[src/rtl/pmem_loader.sv]
// pmem_loader
//   Boot-time program loader. Parses a byte stream from the UART receiver
//   (16-bit little-endian word count, then 3 bytes per 18-bit word) and writes
//   each word into program memory. busy holds the CPU and steers the pmem
//   address mux to this block for the whole session.
//
// Ports
//   clk        system clock
//   rst        asynchronous reset, active low
//   start      1-cycle pulse, begins a session (ignored while busy)
//   base_addr  first word address, sampled on start
//   rx_data    byte from UART receiver
//   rx_valid   rx_data valid
//   rx_ready   loader accepts a byte (transfer = rx_valid & rx_ready)
//   pm_addr    pmem word address
//   pm_wenh    write enable for pmem bits [17:16]
//   pm_wenl    write enable for pmem bits [15:0]
//   pm_data    pmem write data
//   busy       session active
//   done       1-cycle pulse, session finished cleanly
//   error      sticky abort flag, cleared by the next start
module pmem_loader #(
    parameter int ADDR_WIDTH = 16,
    parameter int PMEM_DEPTH = 16384,
    parameter int TIMEOUT    = 1000000
) (
    input  logic                  clk,
    input  logic                  rst,
    input  logic                  start,
    input  logic [ADDR_WIDTH-1:0] base_addr,
    input  logic [7:0]            rx_data,
    input  logic                  rx_valid,
    output logic                  rx_ready,
    output logic [ADDR_WIDTH-1:0] pm_addr,
    output logic                  pm_wenh,
    output logic                  pm_wenl,
    output logic [17:0]           pm_data,
    output logic                  busy,
    output logic                  done,
    output logic                  error
);

    localparam int TW = $clog2(TIMEOUT + 1);
    localparam logic [TW-1:0]         TO_LAST   = TW'(TIMEOUT - 1);
    // One extra bit so a depth of exactly 2^ADDR_WIDTH is representable.
    localparam logic [ADDR_WIDTH:0]   DEPTH_EXT = (ADDR_WIDTH + 1)'(PMEM_DEPTH);

    typedef enum logic [3:0] {
        S_IDLE, S_LEN_LO, S_LEN_HI, S_B0, S_B1, S_B2, S_WRITE, S_DONE, S_ABORT
    } state_t;

    state_t                  state_reg, state_next;
    logic                    rx_ready_reg;
    logic                    wen_reg;
    logic                    busy_reg;
    logic                    done_reg;
    logic                    error_reg;
    logic [ADDR_WIDTH-1:0]   pm_addr_reg;
    logic [17:0]             pm_data_reg;
    logic [15:0]             count_reg;
    logic [TW-1:0]           to_cnt_reg;

    logic xfer;
    logic timeout_hit;
    logic addr_ok;

    // rx_ready_reg is high exactly in LEN_LO..B2, so it doubles as the
    // "receiving" qualifier for the transfer and the timeout counter.
    assign xfer        = rx_valid & rx_ready_reg;
    assign timeout_hit = rx_ready_reg & ~rx_valid & (to_cnt_reg == TO_LAST);
    assign addr_ok     = {1'b0, pm_addr_reg} < DEPTH_EXT;

    always_ff @(posedge clk or negedge rst) begin
        if (!rst) begin
            state_reg <= S_IDLE;
        end else begin
            state_reg <= state_next;
        end
    end

    always_comb begin
        state_next = state_reg;
        case (state_reg)
            S_IDLE: begin
                if (start) state_next = S_LEN_LO;
            end
            S_LEN_LO: begin
                if (xfer)             state_next = S_LEN_HI;
                else if (timeout_hit) state_next = S_ABORT;
            end
            S_LEN_HI: begin
                if (xfer)             state_next = ({rx_data, count_reg[7:0]} == 16'd0) ? S_DONE : S_B0;
                else if (timeout_hit) state_next = S_ABORT;
            end
            S_B0: begin
                if (xfer)             state_next = S_B1;
                else if (timeout_hit) state_next = S_ABORT;
            end
            S_B1: begin
                if (xfer)             state_next = S_B2;
                else if (timeout_hit) state_next = S_ABORT;
            end
            S_B2: begin
                // Range check happens here so an out-of-range word never
                // produces a write strobe.
                if (xfer)             state_next = addr_ok ? S_WRITE : S_ABORT;
                else if (timeout_hit) state_next = S_ABORT;
            end
            S_WRITE: begin
                state_next = (count_reg == 16'd1) ? S_DONE : S_B0;
            end
            S_DONE:  state_next = S_IDLE;
            S_ABORT: state_next = S_IDLE;
            default: state_next = S_IDLE;
        endcase
    end

    // Outputs are registered from state_next so they line up with the state
    // they belong to.
    always_ff @(posedge clk or negedge rst) begin
        if (!rst) begin
            rx_ready_reg <= 1'b0;
            wen_reg      <= 1'b0;
            busy_reg     <= 1'b0;
            done_reg     <= 1'b0;
            error_reg    <= 1'b0;
            pm_addr_reg  <= '0;
            pm_data_reg  <= '0;
            count_reg    <= '0;
            to_cnt_reg   <= '0;
        end else begin
            rx_ready_reg <= (state_next == S_LEN_LO) || (state_next == S_LEN_HI) ||
                            (state_next == S_B0) || (state_next == S_B1) ||
                            (state_next == S_B2);
            wen_reg      <= (state_next == S_WRITE);
            busy_reg     <= (state_next != S_IDLE);
            done_reg     <= (state_next == S_DONE);

            if (state_reg == S_IDLE && start) begin
                error_reg   <= 1'b0;
                pm_addr_reg <= base_addr;
            end
            if (state_next == S_ABORT) error_reg <= 1'b1;

            if (state_reg == S_WRITE) begin
                pm_addr_reg <= pm_addr_reg + 1'b1;
                count_reg   <= count_reg - 16'd1;
            end

            if (state_reg == S_IDLE || xfer) begin
                to_cnt_reg <= '0;
            end else if (rx_ready_reg) begin
                to_cnt_reg <= to_cnt_reg + 1'b1;
            end

            // pm_data doubles as the word assembly register.
            if (xfer) begin
                case (state_reg)
                    S_LEN_LO: count_reg[7:0]     <= rx_data;
                    S_LEN_HI: count_reg[15:8]    <= rx_data;
                    S_B0:     pm_data_reg[17:16] <= rx_data[1:0];
                    S_B1:     pm_data_reg[15:8]  <= rx_data;
                    S_B2:     pm_data_reg[7:0]   <= rx_data;
                    default:  ;
                endcase
            end
        end
    end

    assign rx_ready = rx_ready_reg;
    assign pm_wenh  = wen_reg;
    assign pm_wenl  = wen_reg;
    assign pm_addr  = pm_addr_reg;
    assign pm_data  = pm_data_reg;
    assign busy     = busy_reg;
    assign done     = done_reg;
    assign error    = error_reg;

endmodule

[config.mk]
export PLATFORM = sky130hd
export DESIGN_NAME = pmem_loader
export DESIGN_NICKNAME = d
export VERILOG_FILES = /design/src/rtl/pmem_loader.sv
export SDC_FILE = /design/constraint.sdc
export NUM_CORES = 1
export LEC_CHECK = 0
export CAP_MARGIN = 20
export CORE_ASPECT_RATIO = 1.25
export CORE_MARGIN = 1.5
export CORE_UTILIZATION = 53
export DETAILED_ROUTE_END_ITERATION = 8
export PLACE_DENSITY = 0.8
export SLEW_MARGIN = 20
export SYNTH_ARGS = -nofsm -noshare
export SYNTH_HDL_FRONTEND = slang
export SYNTH_SLANG_ARGS = --single-unit
[constraint.sdc]
create_clock -name clk -period 2.5 [get_ports clk]
set_input_delay 0.625 -clock clk [delete_from_list [all_inputs] [get_ports clk]]
set_output_delay 0.625 -clock clk [all_outputs]
set_load 0.01 [all_outputs]
==> flow_summary.json, run 1 <==
{
  "setup-tns-final_ps": 0,
  "routed_wl_mm": 10.1,
  "path_clk_slew_ps": 80,
  "grt_overflow": 0,
  "synth_edf_count": 0,
  "status": "finished, final reports clean",
  "crit_arrival_ps": 2650,
  "cts_tree": "yes",
  "fin_area_sq_mm": 0.00530,
  "ir_drop_mv": 0.574,
  "largest_reg_flops": 20,
  "ys.flop_type": "dfrtp_1",
  "synth_area_leaders": "dfrtp_1, nor2_1, mux2_2, xor2_1, nand2_1",
  "synth_seq_cells": 79,
  "period_needed_ps": 2370,
  "dp_hpwl_mm": 7.31,
  "syn-cell-area_sq_mm": 0.00409,
  "clockRootBuffer": "clkbuf_8",
  "placed_cell_area_sq_mm": 0.00507,
  "netlist_instances": 411,
  "grt_max_degree": 42,
  "htreeDepth": 3,
  "setup_viol": 0,
  "dr.pass1.iters": 4,
  "fillCellCount": 573,
  "maxCapViolations": 0,
  "critPathRequiredTime_ps": 2780,
  "multi_input_area_sq_mm": 0.00202,
  "dieArea_sq_mm": 0.00826,
  "cts_hold_buf": 0,
  "grt_antenna_before_repair": 0,
  "fmax_mhz": 423,
  "final_nets": 538,
  "cp_max_fo": 5,
  "antenna_cells": 0,
  "vias": 3486,
  "fp-row-count": 35,
  "grt_first_pass_wirelength_mm": 16.3,
  "syn_nets": 444,
  "place_congestion": 0.890,
  "power.density_mw_per_mm2": 1090,
  "fin_worst_skew_ps": 8.43,
  "cts_setup_buffers": 0,
  "cp-start-kind": "input port",
  "cts_resized": 0,
  "drive_gt1_share_pct": 16.3,
  "yosys.area.top_type": "dfrtp_1",
  "rsz0062_at_grt": "no",
  "cts_made_buffers": 9,
  "die_h_um": 101,
  "clock_sinks": 79,
  "initial_core_util_pct": 55.0,
  "clk_latency_ps": 350,
  "tightestPinTransition_ps": 574,
  "hold_viol": 0,
  "crit_type": "in -> reg",
  "drc": 0,
  "ff_latch_area_sq_mm": 0.00198,
  "ant_nets": 0,
  "core_sq_mm": 0.00744,
  "dieWidth_um": 81.6,
  "num_io_pins": 68,
  "relSlewSlack_pct": 61.2,
  "yosys.cell_types.count": 64,
  "grt_usage_pct": 25.8,
  "avgSynthCellArea_sq_um": 9.96,
  "slew_viol_final": 0,
  "hp-class": "in -> async",
  "synth_top_area_share_pct": 48.3,
  "numPortBuffers": 67,
  "ys_seq_area_share_pct": 48.3,
  "cts_max_path_buffers": 2,
  "crit_path_end_kind": "register",
  "area_growth_pct": 29.5,
  "wl_per_cell_um": 16.8,
  "async_reset_ff_share_pct": 100,
  "grt_pass1_vias": 3534,
  "p_leak_nw": 2.17,
  "fin_crit_sh_pct": 94.6,
  "drt_iter0_drc": 192,
  "via_per_inst": 5.81,
  "synth_warnings": 0
}
final timing paths:
| check | to | from | cells after the start | slack (ps) |
|---|---|---|---|---|
| max | rx_ready$_DFF_PN0_ | rx_data[7] | 8 | 130 |
| min | to_cnt_reg[4]$_DFFE_PN0P_ | rst | 1 | 240 |
| max reg2reg | rx_ready$_DFF_PN0_ | count_reg[0]$_DFF_PN0_ | 9 | 220 |
| min reg2reg | pm_data[17]$_DFFE_PN0P_ | pm_data[17]$_DFFE_PN0P_ | 1 | 510 |
| max in group asynchronous | pm_addr[3]$_DFFE_PN0P_ | rst | 2 | 1670 |
| min in group clk | pm_data[17]$_DFFE_PN0P_ | pm_data[17]$_DFFE_PN0P_ | 1 | 510 |
layout by cell type (no fill, tap or decap), drive strengths merged, types with 3 or more instances in the layout:
cell type | synthesis | final
nand3 | 18 | 18
a21oi | 22 | 22
and2 | 4 | 4
a311oi | 3 | 3
dfrtp | 79 | 79
nand2 | 45 | 45
nand4 | 8 | 8
or4 | 4 | 4
buf | 10 | 33
nor4b | 3 | 3
a211oi | 4 | 4
clkbuf | 6 | 10
inv | 7 | 7
ha | 5 | 5
o22ai | 3 | 3
xor2 | 19 | 19
nor3b | 3 | 3
mux2 | 20 | 20
a31oi | 4 | 4
o211ai | 5 | 5
clkdlybuf4s50 | 0 | 66
and3 | 5 | 5
o311ai | 3 | 3
bufinv | 0 | 3
nor2 | 55 | 55
nor3 | 11 | 11
nor2b | 3 | 3
nand3b | 5 | 5
o21ai | 16 | 16
xnor2 | 13 | 13
layout make-up:
class,instances,area share (%)
Multi-Input combinational cell,309,38.0
Sequential cell,79,37.3
Timing Repair Buffer,99,17.6
Clock buffer,10,2.60
Tap cell,92,2.17
Clock inverter,4,1.79
Inverter,7,0.496
per-stage QoR:
| step | cells | util [%] | worst slack, ps | power (W) | hold slack, ps |
|---|---|---|---|---|---|
| after floorplan | 411 | - | 355 | 0.00350 | 329 |
| after global placement | 586 | 68.1 | -164 | 0.00458 | 476 |
| after detailed placement | 586 | 68.1 | -208 | 0.00467 | 482 |
| after CTS | 600 | 71.2 | 148 | 0.00582 | 254 |
| after global routing | 600 | 71.2 | 67.1 | 0.00614 | 275 |
| final | 600 | 71.2 | 134 | 0.00579 | 238 |
synthesized netlist by cell type (all sizes together), types with 2 or more instances:
master	n
a311oi	3
nand4	8
ha	5
nand2	45
a21oi	22
o22ai	3
and3	5
xnor2	13
nor2	55
nor4bb	2
nor3b	3
nand3b	5
nor3	11
clkbuf	6
o221a	2
nor4b	3
nand3	18
inv	7
o21ai	16
a31oi	4
and2	4
dfrtp	79
o211ai	5
nor4	2
o311ai	3
a211oi	4
nor2b	3
nand4b	2
buf	10
xor2	19
or4	4
mux2	20
layer usage:
layer | part of all wire (%) | up-vias | track usage, %
met5 | 0 | - | 0
met4 | 3.4 | 0 | 11.5
met3 | 4.0 | 27 | 5.50
met2 | 53 | 96 | 45.3
met1 | 40 | 1715 | 29.8
li1 | - | 1648 | -
critical path, stage by stage:
cell             delay, ps
clkdlybuf4s50_1        480
or4b_1                 480
nor3_1                 220
and4b_1                240
a2bb2oi_1              160
a41o_1                 150
buf_4                  130
mux2i_1                160
report_power, final:
part | internal, W | total (W) | switching [W]
sequential | 0.00175 | 0.00222 | 0.000469
combinational | 0.00133 | 0.00244 | 0.00112
clock | 0.000678 | 0.00113 | 0.000447
cells by family (layout without fill, tap and decap cells):
logic type | count (synthesis) | after routing | share of synthesized area (%)
and+or+nand+nor | 178 | 178 | 22.8
DFF | 79 | 79 | 48.3
AOI/OAI and AO/OA | 73 | 73 | 12.1
xor gates and xnor gates | 32 | 32 | 6.85
buffers and inverters | 23 | 120 | 2.63
muxes | 21 | 21 | 5.75
adders and majority gates | 5 | 5 | 1.53
Power figures use the tool's default switching activity.
==> run 2, diff against run 1 <==
Settings changed: CTS_CLUSTER_DIAMETER set to 40.
==> results of run 2 <==
No change in the layout: final DEF, timing and power equal those of run 1.
==> run 3, diff against run 2 <==
--- a/config.mk
+++ b/config.mk
@@ -9,8 +9,8 @@
 export CORE_ASPECT_RATIO = 1.25
 export CORE_MARGIN = 1.5
-export CORE_UTILIZATION = 53
+export CORE_UTILIZATION = 48
 export CTS_CLUSTER_DIAMETER = 40
 export DETAILED_ROUTE_END_ITERATION = 8
-export PLACE_DENSITY = 0.8
+export PLACE_DENSITY = 0.76
 export SLEW_MARGIN = 20
 export SYNTH_ARGS = -nofsm -noshare
==> constraint.sdc (replaced) <==
create_clock -name clk -period 2.1 [get_ports clk]
set_input_delay 0.315 -clock clk [delete_from_list [all_inputs] [get_ports clk]]
set_output_delay 0.315 -clock clk [all_outputs]
set_load 0.01 [all_outputs]
==> flow_summary.json, run 3 (same netlist as run 1, synthesis figures left out) <==
{
  "route.met3.wl_um": 401,
  "wl_per_cell_um": 16.1,
  "clockRootBuffer": "clkbuf_8",
  "clock_sinks": 79,
  "hold_viol": 0,
  "ant_nets": 0,
  "crit_path_end_kind": "register",
  "ir_drop_mv": 0.748,
  "core_sq_mm": 0.00824,
  "drive_gt1_share_pct": 24.6,
  "p_seq_share_pct": 36.9,
  "topRoutingLayerUsed": "met4",
  "cp_max_fo": 4,
  "power_switching_w": 0.00255,
  "violations": "DRC, setup timing",
  "dp_hpwl_mm": 7.36,
  "worstRegToRegCells": 7,
  "swShare_pct": 36.1,
  "timing.final.ws_setup_ps": -50.8,
  "path_clk_slew_ps": 80,
  "grt_overflow": 0,
  "maxCapViolations": 0,
  "htreeDepth": 3,
  "period_needed_ps": 2150,
  "slowest_stage": "or4_4",
  "area_growth_pct": 37.8,
  "grt_pass1_vias": 3633,
  "fin_crit_sh_pct": 102,
  "crit_path_cell_trace": "or4_4, nor3_4, and4b_1, a2bb2oi_2, a41o_1, buf_6, mux2i_1",
  "via_per_inst": 5.49,
  "drc": 1,
  "ff2ff_setup_slack_ps": -50,
  "dr.pass1.iters": 6,
  "cts_tree": "yes",
  "setup_viol": 2,
  "antenna_cells": 0,
  "status": "finished with violations",
  "largest_reg_flops": 20,
  "power.density_mw_per_mm2": 1250,
  "relSlewSlack_pct": 68.7,
  "grt_first_pass_wirelength_mm": 16.9,
  "grt_antenna_before_repair": 0,
  "p_leak_nw": 2.38,
  "rsz0062_at_grt": "yes",
  "cts_made_buffers": 9,
  "cts_max_path_buffers": 2,
  "die_h_um": 106,
  "drt_iter0_drc": 134,
  "routed_wl_mm": 10.3,
  "grt_usage_pct": 23.7,
  "p_int_w": 0.00451,
  "wl_met2_mm": 5.36,
  "vias": 3522,
  "dieWidth_um": 85.6,
  "clkPwrFrac_pct": 16.2,
  "placed_cell_area_sq_mm": 0.00528,
  "reg2reg_to": "rx_ready$_DFF_PN0_",
  "cp-start-kind": "register",
  "slowest_delay_ps": 560,
  "initial_core_util_pct": 49.7,
  "num_io_pins": 68,
  "crit_type": "reg -> reg",
  "tightestPinTransition_ps": 469,
  "met1Wirelength_mm": 4.30,
  "hp-class": "in -> async",
  "slew_viol_final": 0,
  "place_congestion": 0.885,
  "crit_arrival_ps": 2430,
  "numPortBuffers": 67,
  "dp.cells": 617,
  "most-common-layout-cells": "dfrtp_1, clkdlybuf4s50_1, buf_4, nor2_1, nand2_1",
  "dieArea_sq_mm": 0.00910,
  "clk_latency_ps": 360,
  "final_common_cell": "dfrtp_1",
  "fin_cells": 642,
  "fmax_mhz": 465,
  "grt_max_degree": 46,
  "pwr-share-comb_pct": 46.9,
  "fillCellCount": 637,
  "fin_area_sq_mm": 0.00564,
  "place_ws_ps": -293,
  "final_nets": 574,
  "critPathRequiredTime_ps": 2380,
  "fp-row-count": 37,
  "reg2reg_from": "count_reg[4]$_DFF_PN0_",
  "fin_worst_skew_ps": 12.8
}
-- run 3: cell count changes in the layout (fill, tap and decap cells not counted), sizes merged --
cell,previous run,this run
buf,33,68
bufinv,3,1
clkinv,1,3
clkbuf,10,11
clkdlybuf4s50,66,65
dlygate4sd3,0,1
dlymetal6s2s,0,1
-- run 3: worst max-delay path: cells and delay by family, from the launching register on --
kind            cells  cell delay (ps)
flops               1              400
simple gates        3             1090
buf+inv             1              110
mux                 1              180
compound gates      2              280
-- run 3: stage by stage --
| stage | util (%) | TNS (ps) | hold slack [ps] | power, W |
|---|---|---|---|---|
| after global routing | 68.5 | -544 | 485 | 0.00752 |
| final | 68.5 | -66.4 | 453 | 0.00706 |
| after floorplan | - | 0 | 19.4 | 0.00417 |
| after global placement | 64.1 | -1700 | 296 | 0.00568 |
| after CTS | 67.0 | -39.0 | 459 | 0.00694 |
| after detailed placement | 64.1 | -1970 | 298 | 0.00576 |
-- run 3: repair_timing --
action                                  CTS  global route
endpoints found under the hold margin    34             0
setup buffers                             0             9
gates resized for setup                   6            15
endpoints found under the setup margin    4            12
hold buffers                              1             0
pin swaps                                 0             8
-- run 3: worst max path at each step --
stage                               from            endpoint  slack [ps]  depth (start not counted)
2_1_floorplan  to_cnt_reg[0]$_DFFE_PN0P_      busy$_DFF_PN0_          40                          7
3_3_place_gp                    rx_valid      busy$_DFF_PN0_        -260                          7
3_5_place_dp                  rx_data[0]  rx_ready$_DFF_PN0_        -290                          8
4_1_cts           count_reg[1]$_DFF_PN0_  rx_ready$_DFF_PN0_         -40                          9
5_1_grt        to_cnt_reg[7]$_DFFE_PN0P_      busy$_DFF_PN0_        -170                          6
6_report          count_reg[4]$_DFF_PN0_  rx_ready$_DFF_PN0_         -50                          7
-- run 3: power by group through the flow --
| stage | combinational (W) | clock [W] | sequential, W |
|---|---|---|---|
| after detailed placement | 0.00317 | 0 | 0.00259 |
| after floorplan | 0.00150 | 0 | 0.00267 |
| final | 0.00331 | 0.00114 | 0.00261 |
| after CTS | 0.00321 | 0.00116 | 0.00258 |
| after global routing | 0.00363 | 0.00122 | 0.00268 |
| after global placement | 0.00310 | 0 | 0.00257 |
-- run 3: layout make-up --
type / instances / area [sq um] / share of cell area, %
Multi-Input combinational cell: 309 / 2090 / 37.1
Tap cell: 97 / 121 / 2.15
Clock inverter: 4 / 45.0 / 0.798
Inverter: 7 / 26.3 / 0.466
Timing Repair Buffer: 135 / 1220 / 21.7
Sequential cell: 79 / 1980 / 35.1
Clock buffer: 11 / 151 / 2.68
-- run 3: routing by layer --
layer	track usage (%)	up-vias
li1	-	1721
met1	28.4	1704
met2	41.2	75
met3	5.98	22
met4	7.95	0
met5	0	-
